File: src/rtl/spfp_div_result_stage.sv
// Result stage behind the SPFP divider: classifies the operands, applies
// IEEE-754 special-case and exponent-range handling to the raw quotient, and
// presents the final quotient and exception flags through a 2-deep valid/ready
// pipeline. Sticky flags accumulate for the ALU status logic.
module spfp_div_result_stage #(
   parameter logic [31:0] DEFAULT_NAN = 32'h7FC0_0000
) (
   input  logic        clk,
   input  logic        rst,
   input  logic        in_valid,
   output logic        in_ready,
   input  logic [31:0] n1,
   input  logic [31:0] n2,
   input  logic [31:0] q_raw,
   output logic        out_valid,
   input  logic        out_ready,
   output logic [31:0] z,
   output logic [3:0]  flags,
   input  logic        flag_clr,
   output logic [3:0]  flags_sticky
);

   logic [7:0]  e1, e2;
   logic [22:0] f1, f2;
   logic        zero1_d, inf1_d, nan1_d, snan1_d;
   logic        zero2_d, inf2_d, nan2_d, snan2_d;
   logic        m_lt;
   logic [9:0]  eexp_d;

   logic        s1_valid_q;
   logic        s1_sign_q;
   logic        s1_zero1_q, s1_inf1_q, s1_nan1_q, s1_snan1_q;
   logic        s1_zero2_q, s1_inf2_q, s1_nan2_q, s1_snan2_q;
   logic [9:0]  s1_eexp_q;
   logic [30:0] s1_qraw_q;

   logic        s2_valid_q;
   logic [31:0] s2_z_q, s2_z_d;
   logic [3:0]  s2_flags_q, s2_flags_d;
   logic [3:0]  sticky_q, sticky_d;

   logic        accept, advance, fire;

   assign e1 = n1[30:23];
   assign e2 = n2[30:23];
   assign f1 = n1[22:0];
   assign f2 = n2[22:0];

   assign accept   = in_valid && in_ready;
   assign advance  = s1_valid_q && (!s2_valid_q || out_ready);
   assign fire     = s2_valid_q && out_ready;
   assign in_ready = !s1_valid_q || !s2_valid_q || out_ready;

   // Operand classification and expected exponent; subnormals count as zero.
   always_comb begin
      zero1_d = (e1 == 8'h00);
      inf1_d  = (e1 == 8'hFF) && (f1 == 23'h0);
      nan1_d  = (e1 == 8'hFF) && (f1 != 23'h0);
      snan1_d = nan1_d && !f1[22];
      zero2_d = (e2 == 8'h00);
      inf2_d  = (e2 == 8'hFF) && (f2 == 23'h0);
      nan2_d  = (e2 == 8'hFF) && (f2 != 23'h0);
      snan2_d = nan2_d && !f2[22];
      // Both mantissas carry the same hidden 1, so comparing fractions suffices.
      m_lt    = (f1 < f2);
      eexp_d  = {2'b00, e1} - {2'b00, e2} + 10'd127 - {9'd0, m_lt};
   end

   // S1: capture classification, sign, expected exponent and raw quotient.
   always_ff @(posedge clk) begin
      if (rst) begin
         s1_valid_q <= 1'b0;
         s1_sign_q  <= 1'b0;
         s1_zero1_q <= 1'b0;
         s1_inf1_q  <= 1'b0;
         s1_nan1_q  <= 1'b0;
         s1_snan1_q <= 1'b0;
         s1_zero2_q <= 1'b0;
         s1_inf2_q  <= 1'b0;
         s1_nan2_q  <= 1'b0;
         s1_snan2_q <= 1'b0;
         s1_eexp_q  <= 10'd0;
         s1_qraw_q  <= 31'd0;
      end else begin
         if (accept) begin
            s1_valid_q <= 1'b1;
            s1_sign_q  <= n1[31] ^ n2[31];
            s1_zero1_q <= zero1_d;
            s1_inf1_q  <= inf1_d;
            s1_nan1_q  <= nan1_d;
            s1_snan1_q <= snan1_d;
            s1_zero2_q <= zero2_d;
            s1_inf2_q  <= inf2_d;
            s1_nan2_q  <= nan2_d;
            s1_snan2_q <= snan2_d;
            s1_eexp_q  <= eexp_d;
            s1_qraw_q  <= q_raw[30:0];
         end else if (advance) begin
            s1_valid_q <= 1'b0;
         end
      end
   end

   // Special-case and range resolution, in priority order.
   always_comb begin
      s2_z_d     = {s1_sign_q, s1_qraw_q};
      s2_flags_d = 4'b0000;
      if (s1_nan1_q || s1_nan2_q) begin
         s2_z_d        = DEFAULT_NAN;
         s2_flags_d[3] = s1_snan1_q || s1_snan2_q;
      end else if ((s1_inf1_q && s1_inf2_q) || (s1_zero1_q && s1_zero2_q)) begin
         s2_z_d     = DEFAULT_NAN;
         s2_flags_d = 4'b1000;
      end else if (s1_inf1_q) begin
         s2_z_d = {s1_sign_q, 8'hFF, 23'h0};
      end else if (s1_inf2_q) begin
         s2_z_d = {s1_sign_q, 31'h0};
      end else if (s1_zero2_q) begin
         s2_z_d     = {s1_sign_q, 8'hFF, 23'h0};
         s2_flags_d = 4'b0100;
      end else if (s1_zero1_q) begin
         s2_z_d = {s1_sign_q, 31'h0};
      end else if ($signed(s1_eexp_q) >= 10'sd255) begin
         s2_z_d     = {s1_sign_q, 8'hFF, 23'h0};
         s2_flags_d = 4'b0010;
      end else if ($signed(s1_eexp_q) <= 10'sd0) begin
         s2_z_d     = {s1_sign_q, 31'h0};
         s2_flags_d = 4'b0001;
      end
   end

   // Fired flags survive a simultaneous clear.
   always_comb begin
      sticky_d = (flag_clr ? 4'b0000 : sticky_q) | (fire ? s2_flags_q : 4'b0000);
   end

   // S2: output register, held while the consumer stalls.
   always_ff @(posedge clk) begin
      if (rst) begin
         s2_valid_q <= 1'b0;
         s2_z_q     <= 32'd0;
         s2_flags_q <= 4'd0;
         sticky_q   <= 4'd0;
      end else begin
         sticky_q <= sticky_d;
         if (advance) begin
            s2_valid_q <= 1'b1;
            s2_z_q     <= s2_z_d;
            s2_flags_q <= s2_flags_d;
         end else if (fire) begin
            s2_valid_q <= 1'b0;
         end
      end
   end

   assign out_valid    = s2_valid_q;
   assign z            = s2_z_q;
   assign flags        = s2_flags_q;
   assign flags_sticky = sticky_q;

endmodule
File: config.mk
export PLATFORM = sky130hd
export DESIGN_NAME = spfp_div_result_stage
export DESIGN_NICKNAME = d
export VERILOG_FILES = /design/src/rtl/spfp_div_result_stage.sv
export SDC_FILE = /design/constraint.sdc
export NUM_CORES = 1
export LEC_CHECK = 0
export ABC_AREA = 1
export ABC_CLOCK_PERIOD_IN_PS = 4080
export BUFFER_PORTS_ARGS = -buffer_cell sky130_fd_sc_hd__buf_4
export CORE_MARGIN = 2
export CORE_UTILIZATION = 35
export DETAILED_ROUTE_END_ITERATION = 8
export HOLD_SLACK_MARGIN = 0.03
export MAX_ROUTING_LAYER = met4
export SYNTH_ARGS = -nofsm -noshare
export SYNTH_HDL_FRONTEND = slang
export SYNTH_SLANG_ARGS = --single-unit
File: constraint.sdc
create_clock -name clk -period 4.08 [get_ports clk]
set_input_delay 0.204 -clock clk [delete_from_list [all_inputs] [get_ports clk]]
set_output_delay 0.204 -clock clk [all_outputs]
set_load 0.02 [all_outputs]
## After elaboration in Yosys (flattened, before gate mapping)

Cells that the tools add are included.

- Input bits: 101
- Output and inout port bits: 42
- Flip-flop bits (word level): 92

- Order comparisons: 3
- Mux-type cells: 23
- Add/sub/neg operators: 3
- Reductions and logical operators: 29
- Bitwise logic cells: 2
- Equal/unequal tests: 2

Operators with widths:

| cell | number |
|---|---|
| $mux W31 | 6 |
| $mux W32 | 2 |
| $logic_not A23 Y1 | 2 |
| $reduce_bool A23 Y1 | 2 |
| $mux W4 | 8 |
| $lt A23 B23 Y1 | 1 |
| $eq A8 B8 Y1 const B | 2 |
| $logic_not A8 Y1 | 2 |
| $logic_and A1 B1 Y1 | 11 |
| $add A9 B8 Y10 const B | 1 |
| $ge A10 B9 Y1 const B | 1 |
| $le A10 B1 Y1 const B | 1 |
| $sub A10 B1 Y10 | 1 |
| $sub A8 B8 Y9 | 1 |
| $logic_or A1 B1 Y1 | 6 |
| $mux W1 | 6 |
| $logic_not A1 Y1 | 4 |
| $or A4 B4 Y4 | 1 |
| $reduce_bool A2 Y1 | 2 |
| $mux W3 | 1 |
| $xor A1 B1 Y1 | 1 |

## Depth between registers and ports, before layout

Gate-level depths: netlist of the first run.

- Word-level depth: 9
- Gate-level depth with buffers: 22
- Depth with buffers taken out: 22

## Worst setup path after synthesis of the first run

No wires, ideal clock.

- Path type: in2reg
- Start point: input n1[23]
- End point: register s1_eexp_q[8]
- Arrival time: 2.229 ns
- Slack: 1.734 ns
- Setup time: 0.117 ns
- Path buffers: 0
- Cell stages on the path: 21
- Cells stage by stage: inv_1 -> ha_1 -> inv_1 -> fa_1 -> nand3_1 -> nand3_1 -> nand2_1 -> nand2_1 -> nand2_1 -> nand2_1 -> nand2_1 -> nand2_1 -> ha_1 -> nand2_1 -> inv_1 -> a21oi_1 -> nand2_1 -> nand2_1 -> nand2_1 -> nor2_1 -> nor2_1

- Cells in the longest elaborated chain, start to end: 3

Ends and longest elaborated chain:

| what | RTL line | RTL |
|---|---|---|
| start, declared | 12 | `input logic [31:0] n1,` |
| $sub A8 B8 Y9 | 66 | `eexp_d = {2'b00, e1} - {2'b00, e2} + 10'd127 - {9'd0, m_lt};` |
| $add A9 B8 Y10 | 66 |  |
| $sub A10 B1 Y10 | 66 |  |
| end signal, assigned | 96 | `s1_eexp_q <= eexp_d;` |
| end, declared | 34 | `logic [9:0] s1_eexp_q;` |

Every way passes these cells.
A chain may end at the register's enable or synchronous reset.

## Worst setup path after layout of the first run

Ends and elaborated chain as after synthesis.

==> metrics.cfg, run 1 <==
[die]
coreArea_mm2 = 0.01453
rows = 44
dieArea_mm2 = 0.01590
boundaryPins = 143
die_w_um = 126.1
initial_core_util = 0.3591
die_height_um = 126.1

[global_route]
grt_pass1_wl_um = 22910
grt_max_degree = 58
antenna_found_initial = 0
grt_pass1_vias = 4788
globalRoute.totalOverflow = 0
grt.total_usage = 0.1792

[synthesis]
ys_warn_count = 0
synth_simple_gate_area_frac = 0.3035
synth_seq_area_share = 0.3529
synthXorXnorAreaFrac = 0.01343
synth_top_family_by_area = simple AND/OR/NAND/NOR gates
netlist_area_mm2 = 0.005219
ys_ff_latch = 92
syn_nets = 927
synth_edf_count = 0
synthAdderAreaFrac = 0.09878
muxShareOfSynthArea = 0
async_reset_ff_frac = 0
synth_ff_type = dfxtp_1
avgSynthCellArea_um2 = 6.640
syn_inst = 786
synth_compound_area_frac = 0.1357
synthDistinctLibCells = 33

[sta]
maxSlewViolCount = 0
finalCriticalPeriod_ps = 2417
period_share = 0.5923
rsz0062_at_grt = false
slew_headroom = 0.2231
hold_slack_ps = 123.2
max_freq_mhz = 413.8
tns_ps = 0
finalClockSkew_ps = 9.127
worstMarginPinSlew_ps = 1162
hold_violations = 0
setup_viol = 0

[clock_tree]
cts-root-buf = clkbuf_16
clkTransAtPathRegs_ps = 60
clock_path_buffers = 2
post_cts_buffers = 0
cts_inserted_buffers = 9
tritoncts = built
insertion_delay_ps = 330
post_cts_resized = 0
cts.sink_count = 92
cts-hold-fix-buffers = 0
htreeDepth = 3

[critical_path]
cpMostUsedCell = nand2_1
worst-r2r-setup-slack_ps = 1900
end_kind = register
critical_path_arrival_ps = 2650
crit_end = s1_eexp_q[8]
cp_data_required_time_ps = 4310
start_kind = primary input
r2r_end = z[18]
rr_startpoint = out_valid
crit_chain = buf_4 > inv_1 > ha_1 > inv_1 > fa_1 > nand3_1 > nand3_1 > nand2_1 > nand2_1 > nand2_1 > nand2_1 > nand2_1 > nand2_1 > ha_1 > nand2_1 > inv_1 > a21oi_1 > nand2_1 > nand2_1 > nand2_1 > nor2_1 > nor2_1
critPathLaunch = n1[23]
crit_path_top_delay_cell = fa_1
critical_path.max_stage_delay_ps = 390
cp_max_fo = 5
worstRegToRegCells = 8
critPathKind = primary input to register

[final_layout]
fin_cells = 1098
layout_common_cells = nand2_1, buf_4, nor2_1
fin_area_mm2 = 0.006706
diodes = 0
area_growth_pct = 28.51
mostFrequentLayoutCell = nand2_1
nets = 1051
drive_above_1_share = 0.1849

[power_and_ir_drop]
peakVddDrop_mv = 0.2858
p_per_area_mw_per_mm2 = 373.8
p_total_mw = 2.507
power_leakage_nw = 3.271

[detailed_routing]
drt_iter0_drc = 267
vias = 5197
post_drt_wl_per_cell_um = 12.60
drt_wl_total_um = 13840
drt_pass1_iterations = 5
drc = 0
via_per_inst = 4.733
ant_nets = 0

[run]
cap_violations = 0

[worst_hold_path]
hold_path.class = primary input to register
holdPathStages = 3
holdCritStartpoint = q_raw[1]

[place]
portBuffers = 141
place_hpwl_um = 10270
detailed_place.area_mm2 = 0.006390
routabilityCongestion = 0.7888
place_inst = 1083

[outcome]
status = completed

## state kept, by name, indices dropped and copies added, names as in the netlist, 4 cells and up
register,flops
s1_eexp_q,10
flags_sticky,4
s1_qraw_q,31
z,32
flags,4
## kinds of logic (layout without fill, tap and decap cells)
kind of cell             after synthesis  count (layout)
AO/OA/AOI/OAI                        138             138
adder cells (fa/ha/maj)               40              40
AND/OR/NAND/NOR                      385             385
flip-flops                            92              92
XOR/XNOR                               8               8
buffers and inverters                123             251
## routing by layer
layer / GRT usage / part of all wire / up-vias
met2: 0.2849 / 0.46 / 121
met4: 0.03297 / 0.0071 / 0
met5: - / 0 / -
met3: 0.03441 / 0.050 / 8
li1: - / - / 2773
met1: 0.2402 / 0.49 / 2295
## worst min path at each step
stage,end
floorplan,s1_qraw_q[1]
global placement,s1_qraw_q[29]
detailed placement,s1_qraw_q[29]
CTS,s1_qraw_q[22]
global route,s1_qraw_q[1]
finish,s1_qraw_q[1]
## cells in the mapped netlist (4+ instances only)
library cell | number | area share
nor2_1 | 130 | 0.094
ha_1 | 38 | 0.091
o21ai_0 | 53 | 0.051
buf_2 | 12 | 0.012
dfxtp_1 | 92 | 0.35
inv_1 | 88 | 0.063
a21oi_1 | 78 | 0.075
xor2_1 | 5 | 0.0084
nand3_1 | 56 | 0.054
clkbuf_1 | 15 | 0.011
nor4_1 | 5 | 0.0060
nand4_1 | 5 | 0.0060
nand2_1 | 176 | 0.13
nor3_1 | 4 | 0.0038
## critical path, delay by kind of cell
kind,cells,cell delay (ps)
buffers and inverters,4,270
AND/OR/NAND/NOR,14,1140
AO/OA/AOI/OAI,1,140
adder cells (fa/ha/maj),3,900
## power by group
part           internal (mW)  switching [mW]  leakage (nW)
logic                  0.259           0.376          2.36
clock network          0.550           0.333         0.156
registers              0.956          0.0324         0.755
## area by class of cell
cell class | count | area (µm²)
clock buffer | 11 | 242.7
clock inverter | 4 | 73.82
fill | 1556 | 7828
inverter | 90 | 337.8
multi-input combinational | 571 | 2884
sequential | 92 | 1842
tap | 184 | 230.2
timing repair buffer | 146 | 1096
## through the flow
stage / utilization / setup slack, ps
after floorplan: - / 1734
after global placement: 0.4397 / 1307
after detailed placement: 0.4397 / 1295
after CTS: 0.4614 / 1658
after global routing: 0.4614 / 1413
final: 0.4614 / 1663
No activity file was read; power rests on OpenSTA's default activity.
==> run 2: changes to the inputs <==
- ABC_CLOCK_PERIOD_IN_PS: 4080 -> 2200
- clock period: 4.08 -> 2.2 ns (I/O delays scaled with it)
==> run 2 against run 1 <==
Net effect: flip-flop and latch count unchanged; routed wire length increased by 3.5%; clock skew down 1.8 ps; worst hold slack worse by 92 ps; critical path depth is 1 higher; combinational power grew 120%; count of clock-buffer cells in the layout fell by 1; largest cell class unchanged.
==> metrics.cfg, run 2 (synthesis results as in run 1) <==
[sta]
rsz0062_at_grt = true
hold_violations = 0
tns_ps = 0
maxSlewViolCount = 0
setup_viol = 0
worstMarginPinSlew_ps = 674.9
hold_slack_ps = 31.12
layout_setup_ws_ps = 141.1
period_share = 0.9359
finalClockSkew_ps = 7.345
finalCriticalPeriod_ps = 2059
max_freq_mhz = 485.7
slew_headroom = 0.5496

[place]
place_inst = 1127
routabilityCongestion = 0.8216
detailed_place.area_mm2 = 0.006760
portBuffers = 141
place_hpwl_um = 10690
place_ws_ps = -282.3

[die]
rows = 44
dieArea_mm2 = 0.01590
die_height_um = 126.1
die_w_um = 126.1
coreArea_mm2 = 0.01453
initial_core_util = 0.3591
boundaryPins = 143

[detailed_routing]
via_per_inst = 4.691
drt_pass1_iterations = 4
drt_iter0_drc = 329
post_drt_wl_per_cell_um = 12.50
vias = 5376
drc = 0
drt_wl_total_um = 14320
ant_nets = 0

[clock_tree]
insertion_delay_ps = 330
tritoncts = built
cts_inserted_buffers = 9
clock_path_buffers = 2
cts.sink_count = 92
cts-root-buf = clkbuf_16
htreeDepth = 3
clkTransAtPathRegs_ps = 60

[global_route]
globalRoute.totalOverflow = 0
grt.total_usage = 0.1843
grt_max_degree = 58
antenna_found_initial = 0
grt_pass1_vias = 5187
grt_pass1_wl_um = 23910

[power_and_ir_drop]
power_leakage_nw = 3.486
p_per_area_mw_per_mm2 = 647.9
p_total_mw = 4.658
peakVddDrop_mv = 0.3772

[final_layout]
fin_area_mm2 = 0.007191
area_growth_pct = 37.78
register_area_mm2 = 0.001842
diodes = 0
largest_reg_flops = 32
nFillCells = 1535
final_core_util = 0.4947
multi_input_area_mm2 = 0.003038
layout_common_cells = buf_4, nand2_1, nor2_1
fin_cells = 1146
mostFrequentLayoutCell = buf_4
nets = 1099
drive_above_1_share = 0.2536

[outcome]
status = completed

[critical_path]
start_kind = primary input
cp_max_fo = 4
critical_path_arrival_ps = 2290
critPathKind = primary input to register
critPathLaunch = n1[23]
rr_startpoint = s1_eexp_q[1]
end_kind = register
cp_data_required_time_ps = 2430

[run]
cap_violations = 0

[worst_hold_path]
hold_path.class = primary input to register
holdCritStartpoint = q_raw[16]

==> run 2: path summary, 6_finish.rpt <==
path | to | slack [ps] | depth (start not counted)
setup / recovery | s1_eexp_q[8] | 140 | 23
hold / removal | s1_qraw_q[16] | 30 | 3
setup reg to reg | z[29] | 470 | 9
hold reg to reg | s1_qraw_q[24] | 450 | 2
==> run 2: report_power, final <==
part           switching (mW)  internal, mW
registers              0.0613          1.77
clock network           0.643         0.766
logic                   0.764         0.651
==> run 2: final cells by class <==
type | count | share of cell area
multi-input cells | 571 | 0.4225
flip-flops and latches | 92 | 0.2561
well taps | 184 | 0.03202
clock buffers | 10 | 0.03184
repair buffers | 194 | 0.2053
clock inverters | 5 | 0.005220
inverters | 90 | 0.04698
==> run 2: worst max-delay path, cell delays in order <==
cell	delay, ps
buf_4	120
inv_2	40
ha_2	170
inv_2	50
fa_2	390
nand3_2	90
nand3_4	90
nand2_1	70
nand2_1	40
nand2_1	60
nand2_2	60
inv_2	70
nand2_2	50
nand2_2	70
ha_4	210
nand2_2	80
inv_2	40
a21oi_2	120
nand2_1	70
nand2_1	60
nand2_1	40
nor2_1	120
nor2_1	50
==> run 2: metal layers <==
metal	up-vias	wire, µm	global-route usage
li1	2870	-	-
met1	2367	6868	0.2446
met2	132	6615	0.2963
met3	7	747	0.03059
met4	0	89	0.04072
met5	-	0	-
==> run 2: repair_timing <==
item | in CTS | in global routing
buffers inserted | 0 | 1
endpoints found under the setup margin | 0 | 7
gates resized for setup | 0 | 33
hold endpoints to repair | 3 | 0
hold buffers | 3 | 0
==> run 3: changes to the inputs <==
--- a/constraint.sdc
+++ b/constraint.sdc
@@ -3,2 +3,2 @@
 set_output_delay 0.11 -clock clk [all_outputs]
-set_load 0.02 [all_outputs]
+set_load 0.1 [all_outputs]
==> run 3 against run 2 <==
Net effect: worst hold slack better by 9.2 ps; routed wire length is 1.7% lower; power increased by 7.2%; count of clock-buffer cells in the layout unchanged; first-iteration DRC count fell by 12%; fmax grew 0.98%; largest cell class unchanged.
==> metrics.cfg, run 3 (synthesis results as in run 1) <==
[outcome]
status = completed

[critical_path]
crit_buf_inv = 4
start_kind = primary input
critPathKind = primary input to register
cpMostUsedCell = nand2_1
cp_data_required_time_ps = 2470
cp_max_fo = 4
crit_chain = buf_4 > inv_1 > ha_2 > inv_2 > fa_2 > nand3_2 > nand3_4 > nand2_2 > nand2_1 > nand2_1 > nand2_2 > inv_2 > nand2_1 > nand2_2 > ha_4 > a21oi_1 > nand3_1 > nand2_1 > nand3_1 > a21oi_1
end_kind = register
critical_path.max_stage_delay_ps = 400
critical_path_arrival_ps = 2300
crit_path_top_delay_cell = fa_2
path_delay_family = simple AND/OR/NAND/NOR gates

[clock_tree]
tritoncts = built
insertion_delay_ps = 340
clock_path_buffers = 2
cts_inserted_buffers = 9
cts.sink_count = 92
clkTransAtPathRegs_ps = 70
cts-root-buf = clkbuf_16
htreeDepth = 3

[sta]
hold_violations = 0
finalCriticalPeriod_ps = 2039
rsz0062_at_grt = true
period_share = 0.9268
finalClockSkew_ps = 9.120
maxSlewViolCount = 0
hold_slack_ps = 40.31
worstMarginPinSlew_ps = 675.6
setup_viol = 0
tns_ps = 0
max_freq_mhz = 490.4
slew_headroom = 0.5488

[detailed_routing]
vias = 5382
drt_wl_total_um = 14080
drc = 0
drt_iter0_drc = 289
ant_nets = 0
drt_pass1_iterations = 5
via_per_inst = 4.668
post_drt_wl_per_cell_um = 12.21

[global_route]
globalRoute.totalOverflow = 0
grt.total_usage = 0.1858
antenna_found_initial = 0
grt_max_degree = 45
grt_pass1_wl_um = 24020
grt_pass1_vias = 5134

[die]
initial_core_util = 0.3591
die_height_um = 126.1
boundaryPins = 143
rows = 44
dieArea_mm2 = 0.01590
coreArea_mm2 = 0.01453
die_w_um = 126.1

[final_layout]
layout_common_cells = buf_4, nand2_1, nor2_1
nets = 1105
area_growth_pct = 38.77
nFillCells = 1505
diodes = 0
fin_area_mm2 = 0.007242
largest_reg_flops = 32
mostFrequentLayoutCell = buf_4
drive_above_1_share = 0.2497

[power_and_ir_drop]
p_total_mw = 4.993
p_per_area_mw_per_mm2 = 689.5
swShare = 0.3366
intPower_mw = 3.313
comb_power_share = 0.319
p_seq_frac = 0.367
clock_power_share = 0.314
peakVddDrop_mv = 0.4123
netSwitchingPower_mw = 1.681
power_leakage_nw = 3.538

[place]
detailed_place.area_mm2 = 0.006792
place_hpwl_um = 10720
routabilityCongestion = 0.8394
portBuffers = 141

[worst_hold_path]
hold_path.class = primary input to register

[run]
cap_violations = 0

[run 3: cell types whose count changed in the layout (fill, tap and decap cells not counted), sizes merged]
| cell | delta |
|---|---|
| buf | +3 |
| bufinv | +1 |
| clkinv | +2 |
| clkinvlp | -2 |
| dlygate4sd3 | +3 |
[run 3: power groups by stage]
stage          Combinational, mW  Clock, mW  Sequential, mW
2_1_floorplan              0.784          0            2.09
3_3_place_gp                1.54          0            1.87
3_5_place_dp                1.54          0            1.87
4_1_cts                     1.56       1.60            1.83
5_1_grt                     1.79       1.68            1.85
6_report                    1.59       1.57            1.83
[run 3: cell type report]
cell class | instances | area, µm² | share of cell area
clock inverters | 6 | 72.57 | 0.01002
clock buffers | 10 | 229.0 | 0.03162
flip-flops and latches | 92 | 1843 | 0.2545
inverters | 90 | 337.8 | 0.04665
repair buffers | 200 | 1541 | 0.2129
multi-input cells | 571 | 2988 | 0.4126
well taps | 184 | 230.2 | 0.03179
[run 3: through the flow]
stage | setup WS (ps) | cells | utilization
floorplan | -6.097 | 786 | -
global placement | -249.0 | 1129 | 0.4673
detailed placement | -267.4 | 1129 | 0.4673
CTS | 82.20 | 1151 | 0.4922
global route | -68.31 | 1153 | 0.4983
finish | 161.0 | 1153 | 0.4983
[run 3: what timing repair did]
item                                    4_1_cts  5_1_grt
setup buffers                                 0        2
gates resized for setup                       0       23
hold buffers                                  6        0
endpoints found under the setup margin        0        5
endpoints found under the hold margin         6        0
[run 3: final timing paths]
check,start,slack (ps),depth (start not counted),to
setup / recovery,n1[23],160,20,s1_eexp_q[9]
hold / removal,q_raw[18],40,3,s1_qraw_q[18]
setup reg to reg,s1_eexp_q[1],500,9,z[28]
hold reg to reg,s1_qraw_q[25],450,2,s1_qraw_q[25]
[run 3: worst min-delay path, stage by stage]
cell	delay, ps
buf_4	80
o21ai_0	70
nor2_1	80
[run 3: routing by layer]
| layer | wire [µm] | GRT usage | vias up |
|---|---|---|---|
| met4 | 151 | 0.05753 | 0 |
| met3 | 784 | 0.03016 | 10 |
| li1 | - | - | 2877 |
| met2 | 6437 | 0.2887 | 139 |
| met5 | 0 | - | - |
| met1 | 6701 | 0.2487 | 2356 |
